==> src/rtl/pipeline_hazard_pkg.sv <==
// Shared types and constants for the pipeline hazard unit.
// Contents: FSM state enum, redirect-source enum, stage index constants,
// and a helper that builds the per-stage nullify mask for a redirect source.
package pipeline_hazard_pkg;

    localparam int unsigned PC_W      = 32;
    localparam int unsigned MAX_STAGE = 32;

    localparam int unsigned STAGE_DECODE     = 0;
    localparam int unsigned STAGE_EXECUTE    = 1;
    localparam int unsigned STAGE_MEMORY     = 2;
    localparam int unsigned STAGE_WRITE_BACK = 3;

    typedef enum logic {
        RUN  = 1'b0,
        WAIT = 1'b1
    } state_e;

    typedef enum logic [1:0] {
        NONE   = 2'd0,
        JUMP   = 2'd1,
        BRANCH = 2'd2,
        EXC    = 2'd3
    } redirect_e;

    // Stages younger than the redirecting stage are squashed, plus that stage itself.
    function automatic logic [MAX_STAGE-1:0] nullify_mask(input redirect_e src,
                                                          input int unsigned exc_stage);
        logic [MAX_STAGE-1:0] m;
        m = '0;
        case (src)
            JUMP:   m = MAX_STAGE'(1);
            BRANCH: m = MAX_STAGE'(3);
            EXC: begin
                for (int unsigned i = 0; i < MAX_STAGE; i++) begin
                    if (i <= exc_stage) m[i] = 1'b1;
                end
            end
            default: m = '0;
        endcase
        return m;
    endfunction

endpackage

==> src/rtl/pipeline_hazard_if.sv <==
// Bundle between the pipeline stages / fetch unit and the hazard unit.
// master: pipeline side (drives redirect sources, hazard operands, fetch_ready).
// slave : hazard unit (drives PC load handshake, per-stage controls, stall count).
interface pipeline_hazard_if
    import pipeline_hazard_pkg::*;
#(
    parameter int unsigned N_STAGE = 4,
    parameter int unsigned REG_W   = 5,
    parameter int unsigned CNT_W   = 32
) ();
    logic               jump_valid;
    logic [PC_W-1:0]    jump_target;
    logic               branch_taken;
    logic [PC_W-1:0]    branch_target;
    logic               exc_valid;
    logic [PC_W-1:0]    exc_vector;
    logic               ex_mem_read;
    logic [REG_W-1:0]   ex_dest;
    logic [REG_W-1:0]   id_rs;
    logic [REG_W-1:0]   id_rt;
    logic               id_uses_rs;
    logic               id_uses_rt;
    logic               execute_busy;
    logic               fetch_ready;

    logic               load;
    logic [PC_W-1:0]    pc;
    logic               stall_fetch;
    logic [N_STAGE-1:0] stall;
    logic [N_STAGE-1:0] nullify;
    logic [N_STAGE-1:0] bubble;
    logic               busy_abort;
    logic [CNT_W-1:0]   stall_count;

    modport master (
        output jump_valid, jump_target, branch_taken, branch_target,
               exc_valid, exc_vector, ex_mem_read, ex_dest, id_rs, id_rt,
               id_uses_rs, id_uses_rt, execute_busy, fetch_ready,
        input  load, pc, stall_fetch, stall, nullify, bubble, busy_abort, stall_count
    );

    modport slave (
        input  jump_valid, jump_target, branch_taken, branch_target,
               exc_valid, exc_vector, ex_mem_read, ex_dest, id_rs, id_rt,
               id_uses_rs, id_uses_rt, execute_busy, fetch_ready,
        output load, pc, stall_fetch, stall, nullify, bubble, busy_abort, stall_count
    );
endinterface

==> src/rtl/pipeline_hazard_unit_interlock.sv <==
// Load-use interlock: detects a decode source reading the destination of a load
// in execute and holds decode for LOAD_LAT cycles.
// Ports: clk, rst_n; ex_mem_read_i/ex_dest_i (load in execute); id_rs_i/id_rt_i and
// id_uses_rs_i/id_uses_rt_i (decode sources); clear_i (redirect this cycle, drops the
// interlock); hold_o (combinational: stall decode / bubble execute this cycle).
module load_use_interlock
    import pipeline_hazard_pkg::*;
#(
    parameter int unsigned LOAD_LAT = 1,
    parameter int unsigned REG_W    = 5
) (
    input  logic             clk,
    input  logic             rst_n,
    input  logic             ex_mem_read_i,
    input  logic [REG_W-1:0] ex_dest_i,
    input  logic [REG_W-1:0] id_rs_i,
    input  logic [REG_W-1:0] id_rt_i,
    input  logic             id_uses_rs_i,
    input  logic             id_uses_rt_i,
    input  logic             clear_i,
    output logic             hold_o
);
    localparam int unsigned LAT_W = (LOAD_LAT > 1) ? $clog2(LOAD_LAT) : 1;

    logic [LAT_W-1:0] cnt_q, cnt_d;
    logic             hazard_c;

    // r0 is hardwired zero, so a load to it never creates a dependency.
    assign hazard_c = ex_mem_read_i && (ex_dest_i != '0) &&
                      ((id_uses_rs_i && (id_rs_i == ex_dest_i)) ||
                       (id_uses_rt_i && (id_rt_i == ex_dest_i)));

    // The hazard cycle itself is the first stall cycle; the counter covers the rest.
    always_comb begin
        cnt_d  = cnt_q;
        hold_o = 1'b0;
        if (clear_i) begin
            cnt_d = '0;
        end else if (cnt_q != '0) begin
            hold_o = 1'b1;
            cnt_d  = cnt_q - LAT_W'(1);
        end else if (hazard_c) begin
            hold_o = 1'b1;
            cnt_d  = LAT_W'(LOAD_LAT - 1);
        end
    end

    always_ff @(posedge clk or negedge rst_n) begin
        if (!rst_n) cnt_q <= '0;
        else        cnt_q <= cnt_d;
    end
endmodule

==> src/rtl/pipeline_hazard_unit.sv <==
// Pipeline hazard unit: arbitrates exception/branch/jump redirects and holds them
// until fetch accepts, applies the load-use interlock and execute-busy stalls, and
// counts fetch-stall cycles.
// Ports: clk, rst_n (async, active low); hz_if (slave side of pipeline_hazard_if).
// Redirect, mask, stall and bubble outputs are combinational; stall_count is registered.
module pipeline_hazard_unit
    import pipeline_hazard_pkg::*;
#(
    parameter int unsigned N_STAGE   = 4,
    parameter int unsigned EXC_STAGE = 2,
    parameter int unsigned LOAD_LAT  = 1,
    parameter int unsigned REG_W     = 5,
    parameter int unsigned CNT_W     = 32
) (
    input  logic             clk,
    input  logic             rst_n,
    pipeline_hazard_if.slave hz_if
);
    state_e               state_q, state_d;
    logic [PC_W-1:0]      held_pc_q, held_pc_d;
    logic [CNT_W-1:0]     stall_count_q, stall_count_d;
    redirect_e            src_c;
    logic                 load_c, hold_c, busy_stall_c, stall_fetch_c;
    logic [PC_W-1:0]      pc_c;
    logic [MAX_STAGE-1:0] mask_c;
    logic [N_STAGE-1:0]   nullify_c, stall_c, bubble_c;

    // Exceptions are accepted in either state; jumps and branches only while running.
    always_comb begin
        src_c = NONE;
        if (hz_if.exc_valid)                                src_c = EXC;
        else if ((state_q == RUN) && hz_if.branch_taken)    src_c = BRANCH;
        else if ((state_q == RUN) && hz_if.jump_valid)      src_c = JUMP;
    end

    // Redirect FSM: next state, held target and redirect outputs.
    always_comb begin
        state_d   = state_q;
        held_pc_d = held_pc_q;
        load_c    = 1'b0;
        pc_c      = '0;
        mask_c    = '0;
        case (state_q)
            RUN: begin
                if (src_c != NONE) begin
                    load_c = 1'b1;
                    mask_c = nullify_mask(src_c, EXC_STAGE);
                    case (src_c)
                        EXC:     pc_c = hz_if.exc_vector;
                        BRANCH:  pc_c = hz_if.branch_target;
                        default: pc_c = hz_if.jump_target;
                    endcase
                    if (!hz_if.fetch_ready) begin
                        state_d   = WAIT;
                        held_pc_d = pc_c;
                    end
                end
            end
            WAIT: begin
                load_c = 1'b1;
                if (src_c == EXC) begin
                    pc_c      = hz_if.exc_vector;
                    mask_c    = nullify_mask(EXC, EXC_STAGE);
                    held_pc_d = hz_if.exc_vector;
                end else begin
                    pc_c   = held_pc_q;
                    mask_c = MAX_STAGE'(1);
                end
                if (hz_if.fetch_ready) state_d = RUN;
            end
            default: state_d = RUN;
        endcase
    end

    load_use_interlock #(
        .LOAD_LAT (LOAD_LAT),
        .REG_W    (REG_W)
    ) u_interlock (
        .clk           (clk),
        .rst_n         (rst_n),
        .ex_mem_read_i (hz_if.ex_mem_read),
        .ex_dest_i     (hz_if.ex_dest),
        .id_rs_i       (hz_if.id_rs),
        .id_rt_i       (hz_if.id_rt),
        .id_uses_rs_i  (hz_if.id_uses_rs),
        .id_uses_rt_i  (hz_if.id_uses_rt),
        .clear_i       (load_c),
        .hold_o        (hold_c)
    );

    // An exception aborts the busy unit instead of waiting behind it.
    assign busy_stall_c  = hz_if.execute_busy && !hz_if.exc_valid;
    assign stall_fetch_c = !load_c && (busy_stall_c || hold_c);
    assign nullify_c     = mask_c[N_STAGE-1:0];

    // Per-stage stall/bubble; a nullified stage is never also stalled.
    always_comb begin
        stall_c                 = '0;
        bubble_c                = '0;
        stall_c[STAGE_DECODE]   = busy_stall_c || hold_c;
        stall_c[STAGE_EXECUTE]  = busy_stall_c;
        stall_c                 = stall_c & ~nullify_c;
        bubble_c[STAGE_EXECUTE] = hold_c && !hz_if.execute_busy;
        bubble_c[STAGE_MEMORY]  = busy_stall_c;
    end

    always_comb begin
        stall_count_d = stall_count_q;
        if (stall_fetch_c && (stall_count_q != '1)) stall_count_d = stall_count_q + CNT_W'(1);
    end

    always_ff @(posedge clk or negedge rst_n) begin
        if (!rst_n) begin
            state_q       <= RUN;
            held_pc_q     <= '0;
            stall_count_q <= '0;
        end else begin
            state_q       <= state_d;
            held_pc_q     <= held_pc_d;
            stall_count_q <= stall_count_d;
        end
    end

    // All controls are forced idle while reset is asserted.
    assign hz_if.load        = rst_n && load_c;
    assign hz_if.pc          = rst_n ? pc_c : '0;
    assign hz_if.stall_fetch = rst_n && stall_fetch_c;
    assign hz_if.nullify     = rst_n ? nullify_c : '0;
    assign hz_if.stall       = rst_n ? stall_c : '0;
    assign hz_if.bubble      = rst_n ? bubble_c : '0;
    assign hz_if.busy_abort  = rst_n && hz_if.execute_busy && hz_if.exc_valid;
    assign hz_if.stall_count = stall_count_q;
endmodule

==> src/flat_wrapper.sv <==
// flat-port wrapper written by rule: the top's interface ports become plain ports
module pipeline_hazard_unit_flat import pipeline_hazard_pkg::*;
#(
    parameter int unsigned N_STAGE   = 4,
    parameter int unsigned EXC_STAGE = 2,
    parameter int unsigned LOAD_LAT  = 1,
    parameter int unsigned REG_W     = 5,
    parameter int unsigned CNT_W     = 32
)
  (clk, rst_n, hz_if_jump_valid, hz_if_jump_target, hz_if_branch_taken, hz_if_branch_target, hz_if_exc_valid, hz_if_exc_vector, hz_if_ex_mem_read, hz_if_ex_dest, hz_if_id_rs, hz_if_id_rt, hz_if_id_uses_rs, hz_if_id_uses_rt, hz_if_execute_busy, hz_if_fetch_ready, hz_if_load, hz_if_pc, hz_if_stall_fetch, hz_if_stall, hz_if_nullify, hz_if_bubble, hz_if_busy_abort, hz_if_stall_count);
  pipeline_hazard_if #(.N_STAGE(N_STAGE), .REG_W(REG_W), .CNT_W(CNT_W)) hz_if_i ();
  input  logic clk;
  input  logic rst_n;
  input wire logic [$bits(hz_if_i.jump_valid)-1:0] hz_if_jump_valid;
  input wire logic [$bits(hz_if_i.jump_target)-1:0] hz_if_jump_target;
  input wire logic [$bits(hz_if_i.branch_taken)-1:0] hz_if_branch_taken;
  input wire logic [$bits(hz_if_i.branch_target)-1:0] hz_if_branch_target;
  input wire logic [$bits(hz_if_i.exc_valid)-1:0] hz_if_exc_valid;
  input wire logic [$bits(hz_if_i.exc_vector)-1:0] hz_if_exc_vector;
  input wire logic [$bits(hz_if_i.ex_mem_read)-1:0] hz_if_ex_mem_read;
  input wire logic [$bits(hz_if_i.ex_dest)-1:0] hz_if_ex_dest;
  input wire logic [$bits(hz_if_i.id_rs)-1:0] hz_if_id_rs;
  input wire logic [$bits(hz_if_i.id_rt)-1:0] hz_if_id_rt;
  input wire logic [$bits(hz_if_i.id_uses_rs)-1:0] hz_if_id_uses_rs;
  input wire logic [$bits(hz_if_i.id_uses_rt)-1:0] hz_if_id_uses_rt;
  input wire logic [$bits(hz_if_i.execute_busy)-1:0] hz_if_execute_busy;
  input wire logic [$bits(hz_if_i.fetch_ready)-1:0] hz_if_fetch_ready;
  output wire logic [$bits(hz_if_i.load)-1:0] hz_if_load;
  output wire logic [$bits(hz_if_i.pc)-1:0] hz_if_pc;
  output wire logic [$bits(hz_if_i.stall_fetch)-1:0] hz_if_stall_fetch;
  output wire logic [$bits(hz_if_i.stall)-1:0] hz_if_stall;
  output wire logic [$bits(hz_if_i.nullify)-1:0] hz_if_nullify;
  output wire logic [$bits(hz_if_i.bubble)-1:0] hz_if_bubble;
  output wire logic [$bits(hz_if_i.busy_abort)-1:0] hz_if_busy_abort;
  output wire logic [$bits(hz_if_i.stall_count)-1:0] hz_if_stall_count;
  assign hz_if_i.jump_valid = hz_if_jump_valid;
  assign hz_if_i.jump_target = hz_if_jump_target;
  assign hz_if_i.branch_taken = hz_if_branch_taken;
  assign hz_if_i.branch_target = hz_if_branch_target;
  assign hz_if_i.exc_valid = hz_if_exc_valid;
  assign hz_if_i.exc_vector = hz_if_exc_vector;
  assign hz_if_i.ex_mem_read = hz_if_ex_mem_read;
  assign hz_if_i.ex_dest = hz_if_ex_dest;
  assign hz_if_i.id_rs = hz_if_id_rs;
  assign hz_if_i.id_rt = hz_if_id_rt;
  assign hz_if_i.id_uses_rs = hz_if_id_uses_rs;
  assign hz_if_i.id_uses_rt = hz_if_id_uses_rt;
  assign hz_if_i.execute_busy = hz_if_execute_busy;
  assign hz_if_i.fetch_ready = hz_if_fetch_ready;
  assign hz_if_load = hz_if_i.load;
  assign hz_if_pc = hz_if_i.pc;
  assign hz_if_stall_fetch = hz_if_i.stall_fetch;
  assign hz_if_stall = hz_if_i.stall;
  assign hz_if_nullify = hz_if_i.nullify;
  assign hz_if_bubble = hz_if_i.bubble;
  assign hz_if_busy_abort = hz_if_i.busy_abort;
  assign hz_if_stall_count = hz_if_i.stall_count;
  pipeline_hazard_unit #(.N_STAGE(N_STAGE), .EXC_STAGE(EXC_STAGE), .LOAD_LAT(LOAD_LAT), .REG_W(REG_W), .CNT_W(CNT_W)) u_core (.clk(clk), .rst_n(rst_n), .hz_if(hz_if_i));
endmodule
==> config.mk <==
export PLATFORM = sky130hd
export DESIGN_NAME = pipeline_hazard_unit_flat
export DESIGN_NICKNAME = d
export VERILOG_FILES = /design/src/rtl/pipeline_hazard_pkg.sv /design/src/rtl/pipeline_hazard_if.sv /design/src/rtl/pipeline_hazard_unit_interlock.sv /design/src/rtl/pipeline_hazard_unit.sv /design/src/flat_wrapper.sv
export SDC_FILE = /design/constraint.sdc
export NUM_CORES = 1
export LEC_CHECK = 0
export BUFFER_PORTS_ARGS = -buffer_cell sky130_fd_sc_hd__buf_2
export CORE_ASPECT_RATIO = 1.2
export CORE_MARGIN = 2
export CORE_UTILIZATION = 30
export CTS_CLUSTER_DIAMETER = 100
export DETAILED_ROUTE_END_ITERATION = 10
export PLACE_DENSITY_LB_ADDON = 0.08
export SYNTH_ARGS = -nofsm -noshare
export SYNTH_HDL_FRONTEND = slang
export SYNTH_SLANG_ARGS = --single-unit
export TNS_END_PERCENT = 5
==> constraint.sdc <==
create_clock -name clk -period 2.3 [get_ports clk]
set_input_delay 0.115 -clock clk [delete_from_list [all_inputs] [get_ports clk]]
set_output_delay 0.115 -clock clk [all_outputs]
set_load 0.005 [all_outputs]
==> metrics, run 1 <==
CP required 2520 ps; Setup Buffers After CTS 0; clock net sink count 65; Final Hold Violating Endpoints 0; period utilization 0.977; Max Root-Sink Buffers 2; H-tree Lvls 3; category of the critical setup timing path register to register; worst flop-to-flop path endpoint u_core.hz_if.stall_count[1]; total negative slack for setup checks 0 ps; critical path capture point type register; global-route wire length before repair ~22000 um; Hold Path Stages 2; post-synthesis xor/xnor area fraction 0.0797; number of antenna violations at the first check in global routing 0; number of failing setup endpoints in the final timing report 0; Vias per Instance between 4 and 5; area overhead of the layout relative to synthesis 38.7%; post-layout util 0.425; Num CTS Buffers 9; Syn Area/Cell around 8.5 um2; cell types with the largest area share after synthesis dfrtp_1, mux2i_1, xnor2_1; count of flip-flops with a built-in enable after synthesis 0; share of synthesized area occupied by flip-flops and latches 0.370; library cells used by synthesis 44; unrepaired setup endpoints after global routing yes; Reg2Reg Launch Point u_core.hz_if.stall_count[1]; worst clock skew 4.09 ps; cell count after synthesis 515; run status complete, no violations; synth warn 0; cell taking the most area after synthesis dfrtp_1; final net count 846; capture endpoint of the worst hold path u_core.state_q; cell leakage power 0.00311 uW; via count of the routed design 4505; ANT cells 0; CTS Root Buffer Type clkbuf_16; total routed wirelength 13800 um; detailed-router iteration count before antenna repair 6; minimum setup slack among reg-to-reg paths 50 ps; CTS tree yes; arrival time at the worst endpoint 2470 ps; Cell Rows 48; Worst slew margin 0.599; worst min-delay path class input pin to register; number of cells after detailed placement 887; clock latency reported for the late side of the worst-skew pair ~330 ps; count of unresolved DRC violations after routing 0; post-synth top area share 0.370; proportion of layout cells with a drive suffix above 1 0.365; global-route usage over all layers 0.177; Die Width 114 um; time the worst path needs with I/O delays and setup 2250 ps; Final GP Congestion 0.852; Post-Layout Cell Count 904; Achievable Freq 0.445 GHz; Crit Path Max Fanout 5; Setup crit start kind register; Hold Path Origin hz_if_fetch_ready; worst reg-to-reg path cell count 7; via count of the first global-routing pass 4431; crit path launch u_core.hz_if.stall_count[1]; Die Height 137 um; IO Port Bufs 194; most frequent standard cell in the layout excluding fill and tap cells buf_2; clock transition at the registers of the reported paths 60 ps; commonest cells after routing, fill and taps aside buf_2, nor2_1, mux2i_1; asr flop ratio synth 1.00; share of synthesized area spent on multiplexers 0.160; Routed wire per std cell about 15 um; remaining number of nets flagged by the antenna check after routing 0; maximum number of pins on one net before global-route repair 55; largest family of logic cells by synthesized area simple AND/OR/NAND/NOR gates; starting density of the core 0.306; sum of overflow across all layers after global routing 0; DPL Wire Length between 10000 and 15000 um; actual slew at the worst max-slew pin 601 ps; Seq cells post-synth between 60 and 70; number of design-rule violations left by the first detailed-router iteration 164; Mapped Area 4390 um2; worst vdd ir 387 uV; primary flip-flop cell chosen by synthesis mapping dfrtp_1; Top-Level Pins 200; adder-cell area share of the yosys netlist 0.00285; simple logic cell fraction of the synthesized area 0.235; P per Cell Area 561 nW/um2; Core ar. 14400 um2; Compound-Gate Fraction of Synth Area 0.109; number of pins exceeding their max-slew limit in the final report 0; Max-Cap Viols 0; overall die area 15600 um2; post-route worst hold slack ~92 ps
==> worst max-delay path by stage <==
| stage | to | slack (ps) |
|---|---|---|
| floorplan | u_core.hz_if.stall_count[28] | 40 |
| global route | u_core.hz_if.stall_count[1] | -40 |
| CTS | u_core.hz_if.stall_count[1] | 20 |
| detailed placement | u_core.hz_if.stall_count[1] | -50 |
| finish | u_core.hz_if.stall_count[1] | 50 |
| global placement | u_core.hz_if.stall_count[1] | -20 |
==> repair_timing <==
item,CTS,global route
pin swaps,1,2
setup endpoints to repair,15,44
hold buffers,1,0
gates cloned,0,0
resized for setup,2,5
hold endpoints to repair,35,0
==> routing by layer <==
| layer | global-route usage | up-vias | routed length, um |
|---|---|---|---|
| li1 | - | 2229 | - |
| met1 | 0.211 | 2127 | 5770 |
| met2 | 0.319 | 129 | 7080 |
| met3 | 0.0283 | 20 | 653 |
| met4 | 0.0650 | 0 | 284 |
| met5 | 0 | - | 0 |
==> worst max-delay path: stages (launching register included) <==
cell and delay, ps:
dfrtp_1 350, ha_2 200, inv_1 50, or4_4 520, or4_4 460, buf_6 150, nand3_2 80, mux2_2 330
==> registers in the layout, summed over array words and instances, names as in the netlist <==
register and count:
u_core.hz_if.stall_count 32, u_core.held_pc_q 32, u_core.state_q 1
==> per-stage QoR <==
step                total power (uW)  setup slack, ps  cell area (um2)
global route                    3630            -41.8             6090
floorplan                       1710             40.9             4420
detailed placement              2040            -46.8             5740
finish                          3420             53.6             6090
global placement                2020            -17.8             5740
CTS                             3470             21.0             6070
==> cells in the mapped netlist, types with 3 or more instances <==
master / count
and3_1: 9
a21oi_1: 37
inv_1: 5
o21ai_0: 33
mux2i_1: 68
buf_4: 5
nand4b_1: 3
or4_1: 3
nor3_1: 7
o221a_2: 5
nand2_1: 55
xor2_1: 5
nand3_1: 10
clkbuf_1: 29
xnor2_1: 35
nor4bb_1: 5
and2_1: 3
and4_1: 3
nor2_1: 71
dfrtp_1: 65
or2_2: 3
nand4_1: 26
==> final cells by class <==
| cell class | instances | area [um2] |
|---|---|---|
| tap | 175 | 219 |
| inverter | 6 | 22.5 |
| sequential | 65 | 1630 |
| multi-input combinational | 410 | 2640 |
| clock inverter | 2 | 35.0 |
| timing repair buffer | 232 | 1280 |
| fill | 1498 | 8260 |
| clock buffer | 14 | 274 |
==> power by group <==
part | switching [uW] | internal (uW) | total (uW) | leakage [uW]
combinational | 379 | 336 | 715 | 0.00214
clock | 486 | 926 | 1410 | 0.000153
sequential | 52.3 | 1240 | 1290 | 0.000822
==> cell families after synthesis <==
| family | after synthesis |
|---|---|
| compound gates | 84 |
| xor+xnor | 40 |
| fa+ha+maj | 1 |
| buf+inv | 44 |
| flops | 65 |
| mux | 70 |
| other cells | 1 |
| simple gates | 210 |
Power figures use the tool's default switching activity.
==> run 2: changes to the inputs <==
==> constraint.sdc (replaced) <==
create_clock -name clk -period 2.3 [get_ports clk]
set_input_delay 0.23 -clock clk [delete_from_list [all_inputs] [get_ports clk]]
set_output_delay 0.23 -clock clk [all_outputs]
set_load 0.005 [all_outputs]
==> run 2 against run 1 <==
  * Clock skew up 0.73 ps
  * Maximum frequency up 0.27%
  * Combinational power up 1%
  * Die area unchanged
  * Global-route usage down 0.058 points
  * Flip-flop and latch count unchanged
  * Critical endpoint is now u_core.hz_if.stall_count[29]
  * Largest cell class unchanged
  * Largest power group unchanged
==> metrics, run 2 (synthesis results as in run 1) <==
P per Cell Area roughly 550 nW/um2; clock transition at the registers of the reported paths 60 ps; Top-Level Pins 200; Core ar. 14400 um2; Reg2Reg Launch Point u_core.hz_if.stall_count[6]; Final Power 3370 uW; number of antenna violations at the first check in global routing 1; post-route worst hold slack ~32 ps; Achievable Freq roughly 0.45 GHz; period utilization 0.974; remaining number of nets flagged by the antenna check after routing 0; most frequent standard cell in the layout excluding fill and tap cells buf_2; global-route wire length before repair 21900 um; IO Port Bufs 194; maximum number of pins on one net before global-route repair 77; clock latency reported for the late side of the worst-skew pair 330 ps; starting density of the core 0.306; CP required 2550 ps; Worst slew margin 0.563; commonest cells after routing, fill and taps aside buf_2, nor2_1, mux2i_1; actual slew at the worst max-slew pin 656 ps; total negative slack for setup checks 0 ps; worst reg-to-reg path cell count 6; sum of overflow across all layers after global routing 0; critical path capture point type register; Final Hold Violating Endpoints 0; number of design-rule violations left by the first detailed-router iteration roughly 150; global-route usage over all layers 0.176; Vias per Instance 4.95; count of unresolved DRC violations after routing 0; detailed-router iteration count before antenna repair 4; Setup crit start kind register; number of cells after detailed placement 892; minimum setup slack among reg-to-reg paths slightly below 60 ps; CTS Root Buffer Type clkbuf_16; H-tree Lvls 3; Die Width 114 um; proportion of layout cells with a drive suffix above 1 0.376; category of the critical setup timing path register to register; DPL Wire Length 10300 um; number of pins exceeding their max-slew limit in the final report 0; worst flop-to-flop path endpoint u_core.hz_if.stall_count[29]; Die Height 137 um; final net count 851; overall die area around 16000 um2; time the worst path needs with I/O delays and setup 2240 ps; worst vdd ir 445 uV; Crit Path Max Fanout 6; run status complete, no violations; number of failing setup endpoints in the final timing report 0; via count of the first global-routing pass 4371; Routed wire per std cell 15.3 um; Layout Cell Area excl Fill approximately 6200 um2; area overhead of the layout relative to synthesis 40.0%; worst clock skew roughly 4.8 ps; cell leakage power around 0.0032 uW; Cell Rows 48; Max-Cap Viols 0; clock net sink count 65; Post-Layout Cell Count 910; CTS tree yes; via count of the routed design 4501; Final GP Congestion 0.845; arrival time at the worst endpoint 2490 ps; total routed wirelength 13900 um; unrepaired setup endpoints after global routing yes; Num CTS Buffers 9; hold buffer count at CTS 0; area after detailed placement 5790 um2; worst min-delay path class input pin to asynchronous set/reset pin; Max Root-Sink Buffers 2
run 2: cell types whose count changed in the layout (fill, tap and decap cells not counted), sizes merged:
| cell | change |
|---|---|
| buf | +6 |
| clkinvlp | +1 |
| clkbuf | -4 |
| diode | +1 |
| dlygate4sd3 | -1 |
| clkinv | +3 |
run 2: cell type report:
type                    instances  area (um2)
flip-flops and latches         65        1630
repair buffers                237        1330
well taps                     175         219
clock inverters                 6        57.6
diodes                          1        2.50
multi-input cells             410        2660
fillers                      1492        8200
inverters                       6        22.5
clock buffers                  10         239
run 2: repair_timing:
| item | in CTS | in global routing |
|---|---|---|
| setup buffers | 0 | 1 |
| pin swaps | 0 | 4 |
| endpoints found under the setup margin | 10 | 70 |
| cloned | 0 | 0 |
| resized for setup | 3 | 8 |
run 2: through the flow:
stage               setup WS [ps]   util
global route                -55.9  0.429
CTS                         -19.4  0.425
floorplan                    40.9      -
finish                       59.5  0.429
global placement            -78.1  0.404
detailed placement          -92.1  0.404
run 2: per-layer routing:
metal	routed length [um]	global-route usage
met5	0	0
met4	274	0.0576
met3	791	0.0297
met2	7010	0.311
met1	5810	0.218
run 2: worst max path at each step:
stage	start	end	depth (start not counted)	slack (ps)
global placement	u_core.hz_if.stall_count[1]	u_core.hz_if.stall_count[28]	6	-80
finish	u_core.hz_if.stall_count[6]	u_core.hz_if.stall_count[29]	6	60
CTS	u_core.hz_if.stall_count[0]	u_core.hz_if.stall_count[1]	7	-20
detailed placement	u_core.hz_if.stall_count[0]	u_core.hz_if.stall_count[28]	6	-90
global route	u_core.hz_if.stall_count[6]	u_core.hz_if.stall_count[29]	6	-60
floorplan	u_core.hz_if.stall_count[0]	u_core.hz_if.stall_count[28]	6	40
run 2: where the power goes:
group | total, uW | internal (uW) | leakage (uW) | switching (uW)
registers | 1290 | 1240 | 0.000822 | 51.2
logic | 723 | 343 | 0.00218 | 380
clock network | 1360 | 860 | 0.000148 | 496
run 2: worst max-delay path, stage by stage (launching register included):
cell	delay, ps
dfrtp_1	350
nand4_1	150
buf_4	180
or3_1	390
a2111o_1	520
nor4bb_1	390
xor2_1	180
==> run 3: changes to the inputs <==
ABC_AREA = 1   (was default)
==> run 3 against run 2 <==
  * Critical path depth rose by 4
  * Final cell count rose by 32%
  * Die area rose by 20%
==> metrics, run 3 <==
run status complete, no violations; filler cell count in the final layout just under 2000; top-count cell post-synth nand2_1; starting density of the core 0.305; ANT cells 0; Num CTS Buffers 9; Mapped Area 5310 um2; largest family of logic cells by synthesized area simple AND/OR/NAND/NOR gates; most prevalent standard cell on the critical path nand2_4; time the worst path needs with I/O delays and setup roughly 2200 ps; worst vdd ir ~330 uV; Core ar. 17400 um2; worst slack after detailed placement 102 ps; cell leakage power 0.00375 uW; Compound-Gate Fraction of Synth Area 0.107; adder-cell area share of the yosys netlist 0.00236; Final Hold Violating Endpoints 0; detailed-router iteration count before antenna repair 5; post-synth top area share 0.306; commonest cells after routing, fill and taps aside nand2_1, buf_2, nand3_1; arrival time at the worst endpoint 1960 ps; IO Port Bufs 194; clock transition at the registers of the reported paths around 60 ps; maximum number of pins on one net before global-route repair 62; synth warn 0; Routed wire per std cell 14.7 um; Vias per Instance 4.74; clock net sink count 65; actual slew at the worst max-slew pin approximately 710 ps; post-synthesis xor/xnor area fraction 0.0247; cell types with the largest area share after synthesis dfrtp_1, nand2_1, nand3_1; CTS tree yes; global-route wire length before repair 28800 um; Cell Rows 53; number of failing setup endpoints in the final timing report 0; proportion of layout cells with a drive suffix above 1 0.316; period utilization 0.952; Crit Path Max Fanout 22; sum of overflow across all layers after global routing 0; worst min-delay path class input pin to register; CTS Root Buffer Type clkbuf_16; H-tree Lvls 3; Die Height 150 um; via count of the routed design 5709; most numerous cell types in the synthesized netlist nand2_1, nand3_1, inv_1; cell count after synthesis 792; primary flip-flop cell chosen by synthesis mapping dfrtp_1; global-route usage over all layers 0.193; library cells used by synthesis 39; area after detailed placement 6410 um2; total negative slack for setup checks 0 ps; Setup crit start kind register; Final Power 3950 uW; Max-Cap Viols 0; Layout Cell Area excl Fill roughly 7000 um2; Max Root-Sink Buffers 2; critical path capture point type primary output; number of pins exceeding their max-slew limit in the final report 0; number of design-rule violations left by the first detailed-router iteration 272; via count of the first global-routing pass 5734; Final GP Congestion around 0.85; asr flop ratio synth 1.00; CP required 2070 ps; clock latency reported for the late side of the worst-skew pair about 340 ps; number of antenna violations at the first check in global routing 0; CP Cell Sequence clkinv_4, nand2_4, nand2_4, inv_8, nand3_4, nand2_1, inv_1, buf_8, and2_1, buf_2; total routed wirelength 17700 um; Top-Level Pins 200; cell with the largest stage delay on the worst path dfrtp_2; Post-Layout Cell Count 1205; P per Cell Area slightly below 600 nW/um2; category of the critical setup timing path register to primary output; Syn Area/Cell approximately 6.7 um2; DPL Wire Length approximately 13000 um; worst clock skew 8.50 ps; unrepaired setup endpoints after global routing yes; overall die area 18800 um2; most frequent standard cell in the layout excluding fill and tap cells nand2_1; maximum cell stage delay along the critical path about 470 ps; Achievable Freq 0.457 GHz; Die Width roughly 130 um; Worst slew margin 0.526; count of unresolved DRC violations after routing 0; number of cells after detailed placement 1185; remaining number of nets flagged by the antenna check after routing 0; count of flip-flops with a built-in enable after synthesis 0; share of synthesized area occupied by flip-flops and latches 0.306; Seq cells post-synth 65; simple logic cell fraction of the synthesized area 0.433; Setup WS post-layout 110 ps; cell taking the most area after synthesis dfrtp_1; final net count 1102; area overhead of the layout relative to synthesis 28.9%; share of synthesized area spent on multiplexers 0
==> run 3: changes by cell type after synthesis, moves of 22 or more <==
cell	delta
a21oi_1	-34
nand3_1	+89
nand2_2	+30
o21ai_0	-30
nand2_1	+213
inv_1	+84
o2111ai_1	+27
o21ai_2	+27
xnor2_1	-32
nand4_1	-22
mux2i_1	-68
==> run 3: power by group <==
part / internal [uW] / switching (uW)
registers: 1260 / 64.2
logic: 365 / 542
clock network: 1170 / 546
total: 2790 / 1150
==> run 3: logic make-up (layout without fill, tap and decap cells) <==
logic type / Yosys count / after routing
AOI/OAI and AO/OA: 69 / 69
adders and majority gates: 1 / 1
other: 1 / 5
and+or+nand+nor: 503 / 503
xor gates and xnor gates: 15 / 15
DFF: 65 / 65
buffers and inverters: 138 / 327
==> run 3: per-stage QoR <==
stage | utilization | hold slack (ps)
4_1_cts | 0.390 | 132
5_1_grt | 0.392 | 188
3_5_place_dp | 0.367 | 128
6_report | 0.392 | 143
2_1_floorplan | - | -65.6
3_3_place_gp | 0.367 | 129
==> run 3: worst max-delay path, delay by kind of cell (launching register included) <==
family	cells	cell delay, ps
and+or+nand+nor	5	550
DFF	1	470
buffers and inverters	5	600
==> run 3: area by class of cell <==
| type | count | area [um2] | share of cell area |
|---|---|---|---|
| clock buffers | 10 | 229 | 0.0334 |
| well taps | 220 | 275 | 0.0402 |
| clock inverters | 6 | 130 | 0.0190 |
| multi-input cells | 593 | 3030 | 0.443 |
| flip-flops and latches | 65 | 1630 | 0.238 |
| inverters | 94 | 368 | 0.0537 |
| repair buffers | 217 | 1180 | 0.173 |
==> run 3: what timing repair did <==
| action | CTS | global route |
|---|---|---|
| setup endpoints to repair | 31 | 41 |
| setup buffers | 0 | 3 |
| hold endpoints to repair | 13 | 0 |
| gates resized for setup | 6 | 8 |
| hold buffers | 1 | 0 |
==> run 3: final timing paths <==
kind	start	end	slack (ps)	cells after the start
min in group asynchronous	rst_n	u_core.held_pc_q[28]	310	2
hold / removal	hz_if_fetch_ready	u_core.state_q	140	4
setup / recovery	u_core.state_q	hz_if_pc[7]	110	10
max in group asynchronous	rst_n	u_core.held_pc_q[2]	1010	3
hold reg to reg	u_core.held_pc_q[18]	u_core.held_pc_q[18]	490	2
setup reg to reg	u_core.state_q	u_core.hz_if.stall_count[10]	330	11
==> run 3: metal layers <==
| metal | routed length (um) | track usage |
|---|---|---|
| met5 | 0 | 0 |
| met4 | 319 | 0.0644 |
| met3 | 781 | 0.0347 |
| met2 | 9140 | 0.357 |
| met1 | 7490 | 0.225 |
